[src/rtl/nibble_serial_addsub_ctrl.sv]
// Multi-word add/subtract sequencer driving one shared 4-bit combinational adder,
// one nibble per clock, LSB nibble first, with carry chaining and result assembly.
module nibble_serial_addsub_ctrl #(
    parameter int NIBBLES = 4
) (
    input  logic                   clk,
    input  logic                   rst_n,
    input  logic                   start,
    input  logic                   op_sub,
    input  logic [4*NIBBLES-1:0]   a,
    input  logic [4*NIBBLES-1:0]   b,
    output logic                   busy,
    output logic                   done,
    output logic [4*NIBBLES-1:0]   result,
    output logic                   carry_out,
    output logic                   overflow,
    output logic [3:0]             add_bin1,
    output logic [3:0]             add_bin2,
    output logic                   add_cin,
    input  logic [3:0]             add_sum,
    input  logic                   add_carry
);
    localparam int WIDTH = 4 * NIBBLES;
    localparam int IDXW  = (NIBBLES > 1) ? $clog2(NIBBLES) : 1;

    typedef enum logic [1:0] {IDLE, RUN, DONE} state_t;

    state_t            state_q, state_d;
    logic [IDXW-1:0]   idx_q;
    logic [WIDTH-1:0]  a_q, bp_q, result_q;
    logic              carry_q, carry_out_q, overflow_q;
    logic              last;

    assign last = (idx_q == IDXW'(NIBBLES - 1));

    always_ff @(posedge clk or negedge rst_n) begin
        if (!rst_n) state_q <= IDLE;
        else        state_q <= state_d;
    end

    always_comb begin
        state_d = state_q;
        case (state_q)
            IDLE:    if (start) state_d = RUN;
            RUN:     if (last)  state_d = DONE;
            DONE:    state_d = IDLE;
            default: state_d = IDLE;
        endcase
    end

    // The adder XORs bin2 with cin internally, so bin2 is pre-XORed with the
    // chained carry to make it compute a + b' + cin for every nibble.
    always_comb begin
        add_bin1 = 4'h0;
        add_bin2 = 4'h0;
        add_cin  = 1'b0;
        if (state_q == RUN) begin
            add_bin1 = a_q[{idx_q, 2'b00} +: 4];
            add_bin2 = bp_q[{idx_q, 2'b00} +: 4] ^ {4{carry_q}};
            add_cin  = carry_q;
        end
    end

    always_ff @(posedge clk or negedge rst_n) begin
        if (!rst_n) begin
            idx_q       <= '0;
            a_q         <= '0;
            bp_q        <= '0;
            result_q    <= '0;
            carry_q     <= 1'b0;
            carry_out_q <= 1'b0;
            overflow_q  <= 1'b0;
        end else begin
            case (state_q)
                IDLE: if (start) begin
                    a_q     <= a;
                    bp_q    <= op_sub ? ~b : b;
                    carry_q <= op_sub;
                    idx_q   <= '0;
                end
                RUN: begin
                    result_q[{idx_q, 2'b00} +: 4] <= add_sum;
                    carry_q <= add_carry;
                    idx_q   <= idx_q + IDXW'(1);
                    if (last) begin
                        carry_out_q <= add_carry;
                        overflow_q  <= (a_q[WIDTH-1] == bp_q[WIDTH-1]) &&
                                       (add_sum[3] != a_q[WIDTH-1]);
                    end
                end
                default: ;
            endcase
        end
    end

    assign busy      = (state_q == RUN);
    assign done      = (state_q == DONE);
    assign result    = result_q;
    assign carry_out = carry_out_q;
    assign overflow  = overflow_q;
endmodule

[config.mk]
export PLATFORM = sky130hd
export DESIGN_NAME = nibble_serial_addsub_ctrl
export DESIGN_NICKNAME = d
export VERILOG_FILES = /design/src/rtl/nibble_serial_addsub_ctrl.sv
export SDC_FILE = /design/constraint.sdc
export NUM_CORES = 1
export LEC_CHECK = 0
export ABC_AREA = 1
export CAP_MARGIN = 40
export CORE_ASPECT_RATIO = 1.75
export CORE_UTILIZATION = 40
export CTS_BUF_LIST = sky130_fd_sc_hd__clkbuf_16
export DETAILED_ROUTE_END_ITERATION = 12
export MAX_ROUTING_LAYER = met4
export PLACE_DENSITY = 0.66
export RECOVER_POWER = 25
export SETUP_SLACK_MARGIN = 0.15
export SYNTH_ARGS = -nofsm -noshare
export SYNTH_HDL_FRONTEND = slang
export SYNTH_SLANG_ARGS = --single-unit
[constraint.sdc]
create_clock -name clk -period 3.1 [get_ports clk]
set_clock_uncertainty 0.05 [all_clocks]
set_input_delay 0.31 -clock clk [delete_from_list [all_inputs] [get_ports clk]]
set_output_delay 0.31 -clock clk [all_outputs]
set_load 0.02 [all_outputs]
# Yosys cells after proc, flatten, opt, wreduce, memory -nomap -nowiden
# Index checks and enable logic that the tools add are counted.
dict set report word_totals {
  register_bits 55
  latchBits 0
  ramBits 0
  mem_bits_ro 0
  in_bits 41
  output_inout_bits 29
  elab_cells 42
  memories 0
}
dict set report classes {
  n_addsub 2
  n_mul 0
  n_div 0
  magnitude_cmp 0
  n_eq_ne 7
  n_shift 4
  n_mux 12
  bitwise 2
  reduce_logical 7
}
# cell n
set op_table {}
lappend op_table {{$shiftx 16x5->4} 2}
lappend op_table {{$bwmux 16} 1}
lappend op_table {{$mux 16} 1}
lappend op_table {{$not 16->16} 1}
lappend op_table {{$shift 4x6->16 const A} 1}
lappend op_table {{$shiftx 4x6->16} 1}
lappend op_table {{$mux 4} 2}
lappend op_table {{$pmux 2 s2} 2}
lappend op_table {{$reduce_and 2->1} 4}
lappend op_table {{$mux 2} 3}
lappend op_table {{$neg 4->6} 1}
lappend op_table {{$eq 2x2->1 const B} 2}
lappend op_table {{$xor 4x4->4} 1}
lappend op_table {{$add 2x1->2 const B} 1}
lappend op_table {{$eq 2x1->1 const B} 1}
lappend op_table {{$logic_not 2->1} 1}
lappend op_table {{$mux 1} 2}
lappend op_table {{$ne 2x1->1 const B} 1}
lappend op_table {{$ne 2x2->1 const B} 1}
lappend op_table {{$pmux 1 s2} 1}
lappend op_table {{$reduce_bool 2->1} 1}
lappend op_table {{$eq 1x1->1} 1}
lappend op_table {{$logic_and 1x1->1} 1}
lappend op_table {{$ne 1x1->1} 1}

# Longest topological paths before layout
# Gate-level depths: netlist of run 1.
dict set report depth {
  word_depth 3
  depth_mapped 8
}

# Least setup slack after synthesis of run 1
# OpenSTA, ideal clock, no wires.
dict set report synth_timing {
  path_type {reg2out}
  from {register idx_q[1]}
  to {output port add_bin1[0]}
  t_arrival_ns 1.324
  slack_ns 1.416
  stages_incl_launch_ff 6
  n_path_buf 1
  path_cell_list {dfrtp_1 buf_2 clkinv_1 nor2_1 o21ai_0 a21oi_1}
}
dict set report synth_via {
  elab_chain_cells 2
}
# item line
set synth_lines {}
lappend synth_lines {{start: declaration} 29} ;# logic [IDXW-1:0] idx_q;
lappend synth_lines {{start signal: assignment} 84} ;# idx_q <= idx_q + IDXW'(1);
lappend synth_lines {{$shiftx 16x5->4} 58} ;# add_bin1 = a_q[{idx_q, 2'b00} +: 4];
lappend synth_lines {{$mux 4} 57} ;# if (state_q == RUN) begin
lappend synth_lines {{end: declaration} 17} ;# output logic [3:0] add_bin1,
# No other way between the ends.

# Worst setup path after layout of run 1
dict set report layout_timing {
  from {register idx_q[1]}
  to {output port add_bin1[1]}
}
# Same word-level chain as after synthesis.

==> results of run 1 <==
how the worst max path moves through the flow:
stage | end | slack (ns) | depth (start not counted)
floorplan | add_bin1[0] | 1.42 | 5
global placement | add_bin1[2] | 0.77 | 5
detailed placement | add_bin1[2] | 0.73 | 5
CTS | add_bin1[1] | 0.42 | 5
global route | bp_q[15] | 0.23 | 5
finish | add_bin1[1] | 0.40 | 5
metal layers:
layer,GRT usage,part of all wire,vias to the layer above
li1,-,-,1188
met1,0.2026,0.39,1090
met2,0.3563,0.54,73
met3,0.03049,0.041,15
met4,0.08000,0.027,0
met5,-,0,-
worst max-delay path: cells and delay by family, from the launching register on:
family	cells	cell delay (ns)
simple gates	1	0.19
flops	1	0.56
buf+inv	2	1.02
compound gates	2	0.28
power by group:
group	switching, mW	internal (mW)
clock network	0.235	0.374
logic	1.13	0.774
registers	0.238	1.05
registers in the layout, summed over array words and instances (netlist names):
| signal | count |
|---|---|
| state_q | 2 |
| carry_q | 1 |
| a_q | 16 |
| bp_q | 16 |
| overflow | 1 |
| idx_q | 2 |
| carry_out | 1 |
| result | 16 |
logic make-up after synthesis:
logic type | share of synthesized area
adder cells (fa/ha/maj) | 0.02259
flip-flops | 0.4971
XOR/XNOR | 0.05061
AND/OR/NAND/NOR | 0.2458
AO/OA/AOI/OAI | 0.1211
buffers and inverters | 0.06280
final cells by class:
type / instances / area [um2] / share of cell area
Clock buffer: 5 / 125.1 / 0.03454
Sequential cell: 55 / 1376 / 0.3800
Timing Repair Buffer: 74 / 729.5 / 0.2014
Multi-Input combinational cell: 243 / 1195 / 0.3299
Inverter: 16 / 60.06 / 0.01658
Tap cell: 82 / 102.6 / 0.02832
Clock inverter: 2 / 33.78 / 0.009326
cells in the mapped netlist:
| library cell | instances | area (um2) |
|---|---|---|
| nand2_1 | 106 | 397.9 |
| dfrtp_1 | 55 | 1376 |
| o21ai_0 | 36 | 180.2 |
| nor2_1 | 27 | 101.4 |
| xnor2_1 | 16 | 140.1 |
| nand3_1 | 15 | 75.07 |
| inv_1 | 12 | 45.04 |
| a21oi_1 | 10 | 50.05 |
| buf_2 | 7 | 35.03 |
| o21ai_1 | 7 | 35.03 |
| ha_1 | 5 | 62.56 |
| buf_6 | 4 | 45.04 |
| nand2_2 | 4 | 25.02 |
| o21ai_2 | 4 | 35.03 |
| clkbuf_1 | 3 | 11.26 |
| inv_2 | 3 | 11.26 |
| buf_4 | 2 | 15.01 |
| nand4_1 | 2 | 12.51 |
| nor2_4 | 2 | 22.52 |
| o22ai_1 | 2 | 12.51 |
| o31ai_1 | 2 | 15.01 |
| clkbuf_4 | 1 | 7.510 |
| clkinv_1 | 1 | 3.750 |
| nand2_4 | 1 | 11.26 |
| nand3_2 | 1 | 10.01 |
| nor2_8 | 1 | 20.02 |
| nor3_1 | 1 | 5.000 |
| o211ai_1 | 1 | 7.510 |
through the flow:
step           hold slack (ns)  std cells
6_report                0.4280        477
5_1_grt                 0.4515        477
4_1_cts                 0.4319        477
3_5_place_dp            0.2650        469
3_3_place_gp            0.2585        468
2_1_floorplan         -0.03559        331
==> flow_summary.json, run 1 <==
{
  "outcome": "complete, no violations",
  "holdPathStages": 2,
  "vias_per_cell": 4.960,
  "critical_path_class": "reg -> out",
  "required_ns": 2.74,
  "final_hold_viol_count": 0,
  "period_needed_ns": 2.700,
  "die_area_um2": 7272,
  "min_from": "a_q[7]",
  "grt_pass1_vias": 2310,
  "synth_cell_type_count": 28,
  "core_area_um2": 6588,
  "yosysSeqAreaShare": 0.4971,
  "die_w_um": 64.90,
  "postCtsHoldBufs": 1,
  "layout_common_cells": "106 x nand2_1, 68 x clkdlybuf4s50_1, 55 x dfrtp_1",
  "nFillCells": 650,
  "grt_usage": 0.1959,
  "pin_count": 70,
  "final_common_cell": "nand2_1",
  "io_buffers": 69,
  "rows": 39,
  "clockBufferDepth": 2,
  "clock_sinks": 55,
  "cts.root.buffer_cell": "clkbuf_16",
  "h-tree-depth": 2,
  "yosysWarnings": 0,
  "rsz0062_at_grt": "false",
  "slowest_delay_ns": 0.63,
  "startpoint_type": "flop",
  "cts_made_buffers": 5,
  "reg2reg_slack_ns": 0.54,
  "worstSkewPairLatency_ns": 0.29,
  "antenna_found_initial": 0,
  "r2r_end": "bp_q[3]",
  "wl_per_cell_um": 13.75,
  "drv_slew": 0,
  "synth_area_um2": 2769,
  "pre_cts_slack_ns": 0.7319,
  "fin_crit_sh": 0.8710,
  "nNetsFinal": 441,
  "avgSynthCellArea_um2": 8.365,
  "grt_pass1_wl_mm": 10.59,
  "drc": 0,
  "clock.fmax_ghz": 0.3704,
  "setup_ws_ns": 0.3999,
  "drive_gt1_frac": 0.06076,
  "total_power_mw": 3.797,
  "final_area_um2": 3622,
  "drt_pass1_iterations": 4,
  "r2r_cells": 5,
  "globalplace.congestion": 0.8787,
  "ant_nets": 0,
  "final_util": 0.5499,
  "min_path_type": "reg -> reg",
  "setup_violations": 0,
  "wl_mm": 6.560,
  "p_leak_nw": 1.649,
  "dp_hpwl_mm": 4.920,
  "tns_ns": 0,
  "placed_area_um2": 3481,
  "synthCells": 331,
  "hold_end": "a_q[7]",
  "cp_max_fo": 12,
  "peakVddDrop_v": 0.0006786,
  "overflow": 0,
  "cts_setup_buffers": 0,
  "initial_utilization": 0.4203,
  "fp.dieH_um": 112.1,
  "cp.arrival_ns": 2.34,
  "area_growth_pct": 30.82,
  "antennaDiodeCount": 0,
  "drt_iter0_markers": 75,
  "grt_max_degree": 49,
  "max_slew_margin": 0.1705,
  "cts_resized": 0,
  "maxCapViolations": 0,
  "p_per_area_nw_per_um2": 1048,
  "num_vias": 2366,
  "path_cells": "clkinv_1, nor2_1, o21ai_0, a21oi_1, clkdlybuf4s50_1",
  "synth_fp_nets": 377,
  "clk_pin_slew_worst_paths_ns": 0.07,
  "startpoint": "idx_q[1]",
  "tightest_slew_ns": 1.244,
  "cts_tree": "done",
  "rr_startpoint": "state_q[1]",
  "worstSetupEndpointType": "output pin",
  "critPathSlowestCell": "clkdlybuf4s50_1",
  "synth-seq-cells": 55
}
Power figures use the tool's default switching activity.
==> run 2: changes to the inputs <==
--- a/config.mk
+++ b/config.mk
@@ -14,7 +14,7 @@
 export MAX_ROUTING_LAYER = met4
 export PLACE_DENSITY = 0.66
 export RECOVER_POWER = 25
-export SETUP_SLACK_MARGIN = 0.15
+export SETUP_SLACK_MARGIN = 0.4
 export SYNTH_ARGS = -nofsm -noshare
 export SYNTH_HDL_FRONTEND = slang
 export SYNTH_SLANG_ARGS = --single-unit
==> run 2 against run 1 <==
Sequential cell count did not move. Global-route usage did not move. Final cell count up 0.42%. Worst setup slack improved by 0.083 ns. First-iteration DRC count grew 15%. Wire length barely moved. Non-clock buffer count grew 2. Count of clock-buffer cells in the layout stayed put. Sequential share of layout area shrank 0.17 points. Critical path depth stayed put. Critical endpoint is now bp_q[1].
==> flow_summary.json, run 2 (same netlist as run 1, synthesis figures left out) <==
{
  "outcome": "complete, no violations",
  "placed_area_um2": 3481,
  "dpl.cell_count": 469,
  "path_cells": "clkdlybuf4s50_1, nand2_4, nor2_1, inv_2, o21ai_0",
  "routed.top_layer": "met4",
  "h-tree-depth": 2,
  "switchingPower_mw": 1.602,
  "reg2reg_slack_ns": 0.53,
  "nFillCells": 649,
  "drive_gt1_frac": 0.07053,
  "wl_mm": 6.559,
  "tns_ns": 0,
  "core_area_um2": 6588,
  "min_path_type": "reg -> reg",
  "grt_max_degree": 49,
  "clockBufferDepth": 2,
  "antennaDiodeCount": 0,
  "power_frac_seq": 0.338,
  "rows": 39,
  "clkPwrFrac": 0.159,
  "p_leak_nw": 1.656,
  "wl_met2_mm": 3.619,
  "slowest_delay_ns": 0.89,
  "ant_nets": 0,
  "grt_pass1_wl_mm": 10.59,
  "clk_pin_slew_worst_paths_ns": 0.06,
  "critical_path_class": "in -> reg",
  "num_vias": 2353,
  "clock_sinks": 55,
  "globalplace.congestion": 0.8787,
  "p_per_area_nw_per_um2": 1047,
  "wl_met3_um": 247,
  "cts_made_buffers": 5,
  "stdcell_count": 479,
  "drt_iter0_markers": 86,
  "layout_common_cells": "106 x nand2_1, 68 x clkdlybuf4s50_1, 54 x dfrtp_1",
  "final_hold_viol_count": 0,
  "drc": 0,
  "max_slew_margin": 0.1692,
  "drv_slew": 0,
  "io_buffers": 69,
  "period_needed_ns": 2.617,
  "worstSkewPairLatency_ns": 0.29,
  "setup_violations": 0,
  "critical_path_buf_inv_count": 2,
  "grt_pass1_vias": 2310,
  "crit_family": "buffers and inverters",
  "intPower_mw": 2.213,
  "cp.arrival_ns": 2.76,
  "min_from": "a_q[11]",
  "drt_pass1_iterations": 4,
  "grt_usage": 0.1959,
  "critPathSlowestCell": "nor2_1",
  "required_ns": 3.24,
  "rr_startpoint": "state_q[1]",
  "cp_max_fo": 48,
  "combPwrFrac": 0.503,
  "dp_hpwl_mm": 4.920,
  "wirelength_met1_mm": 2.565,
  "maxCapViolations": 0,
  "wl_per_cell_um": 13.69,
  "vias_per_cell": 4.912,
  "antenna_found_initial": 0,
  "fin_crit_sh": 0.8441,
  "tightest_slew_ns": 1.246,
  "switching_share": 0.4200,
  "nNetsFinal": 443,
  "peakVddDrop_v": 0.0006875,
  "pin_count": 70,
  "startpoint_type": "input port",
  "final_area_um2": 3642,
  "clock.fmax_ghz": 0.3822,
  "final_util": 0.5529,
  "overflow": 0,
  "area_growth_pct": 31.54,
  "rsz0062_at_grt": "false",
  "cts_tree": "done",
  "fp.dieH_um": 112.1,
  "worstSetupEndpointType": "flop",
  "die_w_um": 64.90,
  "cts.root.buffer_cell": "clkbuf_16",
  "final_common_cell": "nand2_1",
  "die_area_um2": 7272,
  "initial_utilization": 0.4203,
  "startpoint": "start"
}
run 2: cell types whose count changed in the layout (fill, tap and decap cells not counted):
cell / change
dfrtp_1: -1
buf_4: +2
clkinvlp_4: +1
clkinv_1: -1
dfrtp_2: +1
run 2: tightest hold or removal path, delay by kind of cell (launching register included):
family           cells  cell delay (ns)
AND/OR/NAND/NOR      2             0.11
flip-flops           1             0.35
run 2: path summary, 6_finish.rpt:
kind,endpoint,cells past startpoint
max,bp_q[1],5
min,a_q[11],2
max reg2reg,bp_q[1],5
min reg2reg,a_q[11],2
max in group asynchronous,idx_q[1],3
min in group asynchronous,bp_q[4],2
run 2: cell type report:
| class | instances | area [um2] | area share |
|---|---|---|---|
| Sequential cell | 55 | 1378 | 0.3782 |
| Clock inverter | 2 | 33.78 | 0.009275 |
| Multi-Input combinational cell | 243 | 1195 | 0.3281 |
| Tap cell | 82 | 102.6 | 0.02817 |
| Clock buffer | 5 | 125.1 | 0.03435 |
| Timing Repair Buffer | 76 | 744.5 | 0.2044 |
| Inverter | 16 | 63.81 | 0.01752 |
run 2: power groups by stage:
stage	registers (mW)	logic (mW)	clock network [mW]
2_1_floorplan	1.34	1.16	0
4_1_cts	1.30	1.93	0.619
6_report	1.29	1.92	0.608
3_3_place_gp	1.30	1.89	0
5_1_grt	1.33	2.11	0.649
3_5_place_dp	1.31	1.91	0
run 2: routing by layer:
| layer | vias to the layer above | track usage |
|---|---|---|
| met5 | - | - |
| met4 | 0 | 0.08000 |
| met3 | 10 | 0.03049 |
| met2 | 69 | 0.3563 |
| met1 | 1083 | 0.2026 |
| li1 | 1191 | - |
run 2: stage by stage:
stage / power (mW) / worst slack, ns / hold slack (ns)
2_1_floorplan: 2.508 / 1.416 / -0.03559
4_1_cts: 3.843 / 0.4151 / 0.4319
3_5_place_dp: 3.220 / 0.7319 / 0.2650
5_1_grt: 4.092 / 0.2303 / 0.4515
3_3_place_gp: 3.197 / 0.7707 / 0.2585
6_report: 3.815 / 0.4834 / 0.4314
run 2: what timing repair did:
item                                    CTS  global route
hold buffers                              1             0
setup buffers                             0             2
hold endpoints to repair                 23             0
resized for setup                         0             2
endpoints found under the setup margin    0             7
==> run 3: changes to the inputs <==
--- a/config.mk
+++ b/config.mk
@@ -12,7 +12,7 @@
 export CTS_BUF_LIST = sky130_fd_sc_hd__clkbuf_16
 export DETAILED_ROUTE_END_ITERATION = 12
 export MAX_ROUTING_LAYER = met4
-export PLACE_DENSITY = 0.66
+export PLACE_DENSITY = 0.69
 export RECOVER_POWER = 25
 export SETUP_SLACK_MARGIN = 0.4
 export SYNTH_ARGS = -nofsm -noshare
==> constraint.sdc (replaced) <==
create_clock -name clk -period 2.25 [get_ports clk]
set_clock_uncertainty 0.05 [all_clocks]
set_input_delay 0.225 -clock clk [delete_from_list [all_inputs] [get_ports clk]]
set_output_delay 0.225 -clock clk [all_outputs]
set_load 0.02 [all_outputs]
==> run 3 against run 2 <==
Sequential power grew 35%. First-iteration DRC count is 50% higher. Sequential cell count unchanged. Critical path depth increased by 3. Critical path type is now reg -> out. Largest power group unchanged. Highest routed layer unchanged.
==> flow_summary.json, run 3 (same netlist as run 1, synthesis figures left out) <==
{
  "io_buffers": 69,
  "dp_hpwl_mm": 4.716,
  "setup_ws_ns": 0.3222,
  "peakVddDrop_v": 0.0009197,
  "drc": 0,
  "fin_crit_sh": 0.8568,
  "nNetsFinal": 450,
  "tightest_slew_ns": 1.382,
  "p_per_area_nw_per_um2": 1443,
  "final_area_um2": 3745,
  "rsz0062_at_grt": "true",
  "globalplace.congestion": 0.8711,
  "drt_pass1_iterations": 4,
  "die_area_um2": 7272,
  "grt_pass1_wl_mm": 10.56,
  "startpoint_type": "flop",
  "final_hold_viol_count": 0,
  "setup_violations": 0,
  "tns_ns": 0,
  "final_util": 0.5685,
  "p_leak_nw": 1.750,
  "period_needed_ns": 1.928,
  "layout_common_cells": "106 x nand2_1, 57 x clkdlybuf4s50_1, 54 x dfrtp_1",
  "cp.arrival_ns": 1.65,
  "fp.dieH_um": 112.1,
  "worstSetupEndpointType": "output pin",
  "grt_pass1_vias": 2323,
  "maxCapViolations": 0,
  "h-tree-depth": 2,
  "holdPathStages": 2,
  "critical_path_class": "reg -> out",
  "cp_max_fo": 8,
  "clock.fmax_ghz": 0.5187,
  "drive_gt1_frac": 0.1284,
  "wl_mm": 6.465,
  "cts_tree": "done",
  "ant_nets": 0,
  "die_w_um": 64.90,
  "nFillCells": 626,
  "num_vias": 2405,
  "outcome": "complete, no violations",
  "clk_pin_slew_worst_paths_ns": 0.06,
  "worstSkewPairLatency_ns": 0.29,
  "vias_per_cell": 4.938,
  "clockBufferDepth": 2,
  "min_path_type": "reg -> reg",
  "wl_per_cell_um": 13.28,
  "initial_utilization": 0.4203,
  "drv_slew": 0,
  "clock_sinks": 55,
  "antennaDiodeCount": 0,
  "r2r_cells": 6,
  "pre_cts_slack_ns": 0.1792,
  "stdcell_count": 487,
  "cts.root.buffer_cell": "clkbuf_16",
  "max_slew_margin": 0.07894,
  "rows": 39,
  "dpl.cell_count": 473,
  "core_area_um2": 6588,
  "overflow": 0,
  "required_ns": 1.98,
  "placed_area_um2": 3516,
  "antenna_found_initial": 0,
  "drt_iter0_markers": 129,
  "grt_max_degree": 49,
  "pin_count": 70,
  "area_growth_pct": 35.25,
  "grt_usage": 0.1934,
  "final_common_cell": "nand2_1",
  "cts_made_buffers": 5
}
## run 3: report_power, final
part / switching (mW) / total, mW / internal (mW)
sequential: 0.292 / 1.74 / 1.45
combinational: 1.66 / 2.81 / 1.15
clock: 0.334 / 0.854 / 0.519
## run 3: final timing paths
path | endpoint | slack (ns) | start
worst max-delay path | add_bin2[2] | 0.32 | idx_q[0]
worst min-delay path | a_q[5] | 0.42 | a_q[5]
worst max register to register | bp_q[2] | 0.57 | state_q[1]
worst min register to register | a_q[5] | 0.42 | a_q[5]
max in group asynchronous | state_q[0] | 0.61 | rst_n
min in group asynchronous | result[12] | 0.73 | rst_n
## run 3: layout make-up
class,instances,area [um2],area share
clock inverter,3,38.79,0.01036
tap,82,102.6,0.02740
clock buffer,5,125.1,0.03341
timing repair buffer,83,805.8,0.2152
inverter,16,61.31,0.01637
multi-input combinational,243,1234,0.3294
sequential,55,1378,0.3679
## run 3: repair_timing
| action | 4_1_cts | 5_1_grt |
|---|---|---|
| hold buffers | 1 | 0 |
| endpoints found under the setup margin | 11 | 10 |
| resized for setup | 36 | 16 |
| pin swaps | 1 | 0 |
| gates cloned | 0 | 1 |
| setup buffers | 0 | 4 |
| endpoints found under the hold margin | 24 | 0 |
## run 3: layer usage
metal	part of all wire	wire [um]	vias up	global-route usage
met3	0.034	223	12	0.02642
met5	0	0	-	-
li1	-	-	1202	-
met4	0.029	185	0	0.09481
met1	0.39	2500	1119	0.2148
met2	0.55	3555	72	0.3313
## run 3: critical path, cell delays in order (launching register included)
cell     delay [ns]
dfrtp_1        0.46
inv_2          0.09
buf_4          0.17
nand2_1        0.05
nand3_1        0.10
nand3_1        0.11
nand2_1        0.05
nor2_1         0.15
buf_4          0.17
## run 3: through the flow
stage,power [mW],hold WS (ns)
3_5_place_dp,4.479,0.1988
2_1_floorplan,3.456,-0.1206
5_1_grt,5.789,0.4425
3_3_place_gp,4.422,0.2009
4_1_cts,5.281,0.4190
6_report,5.402,0.4217
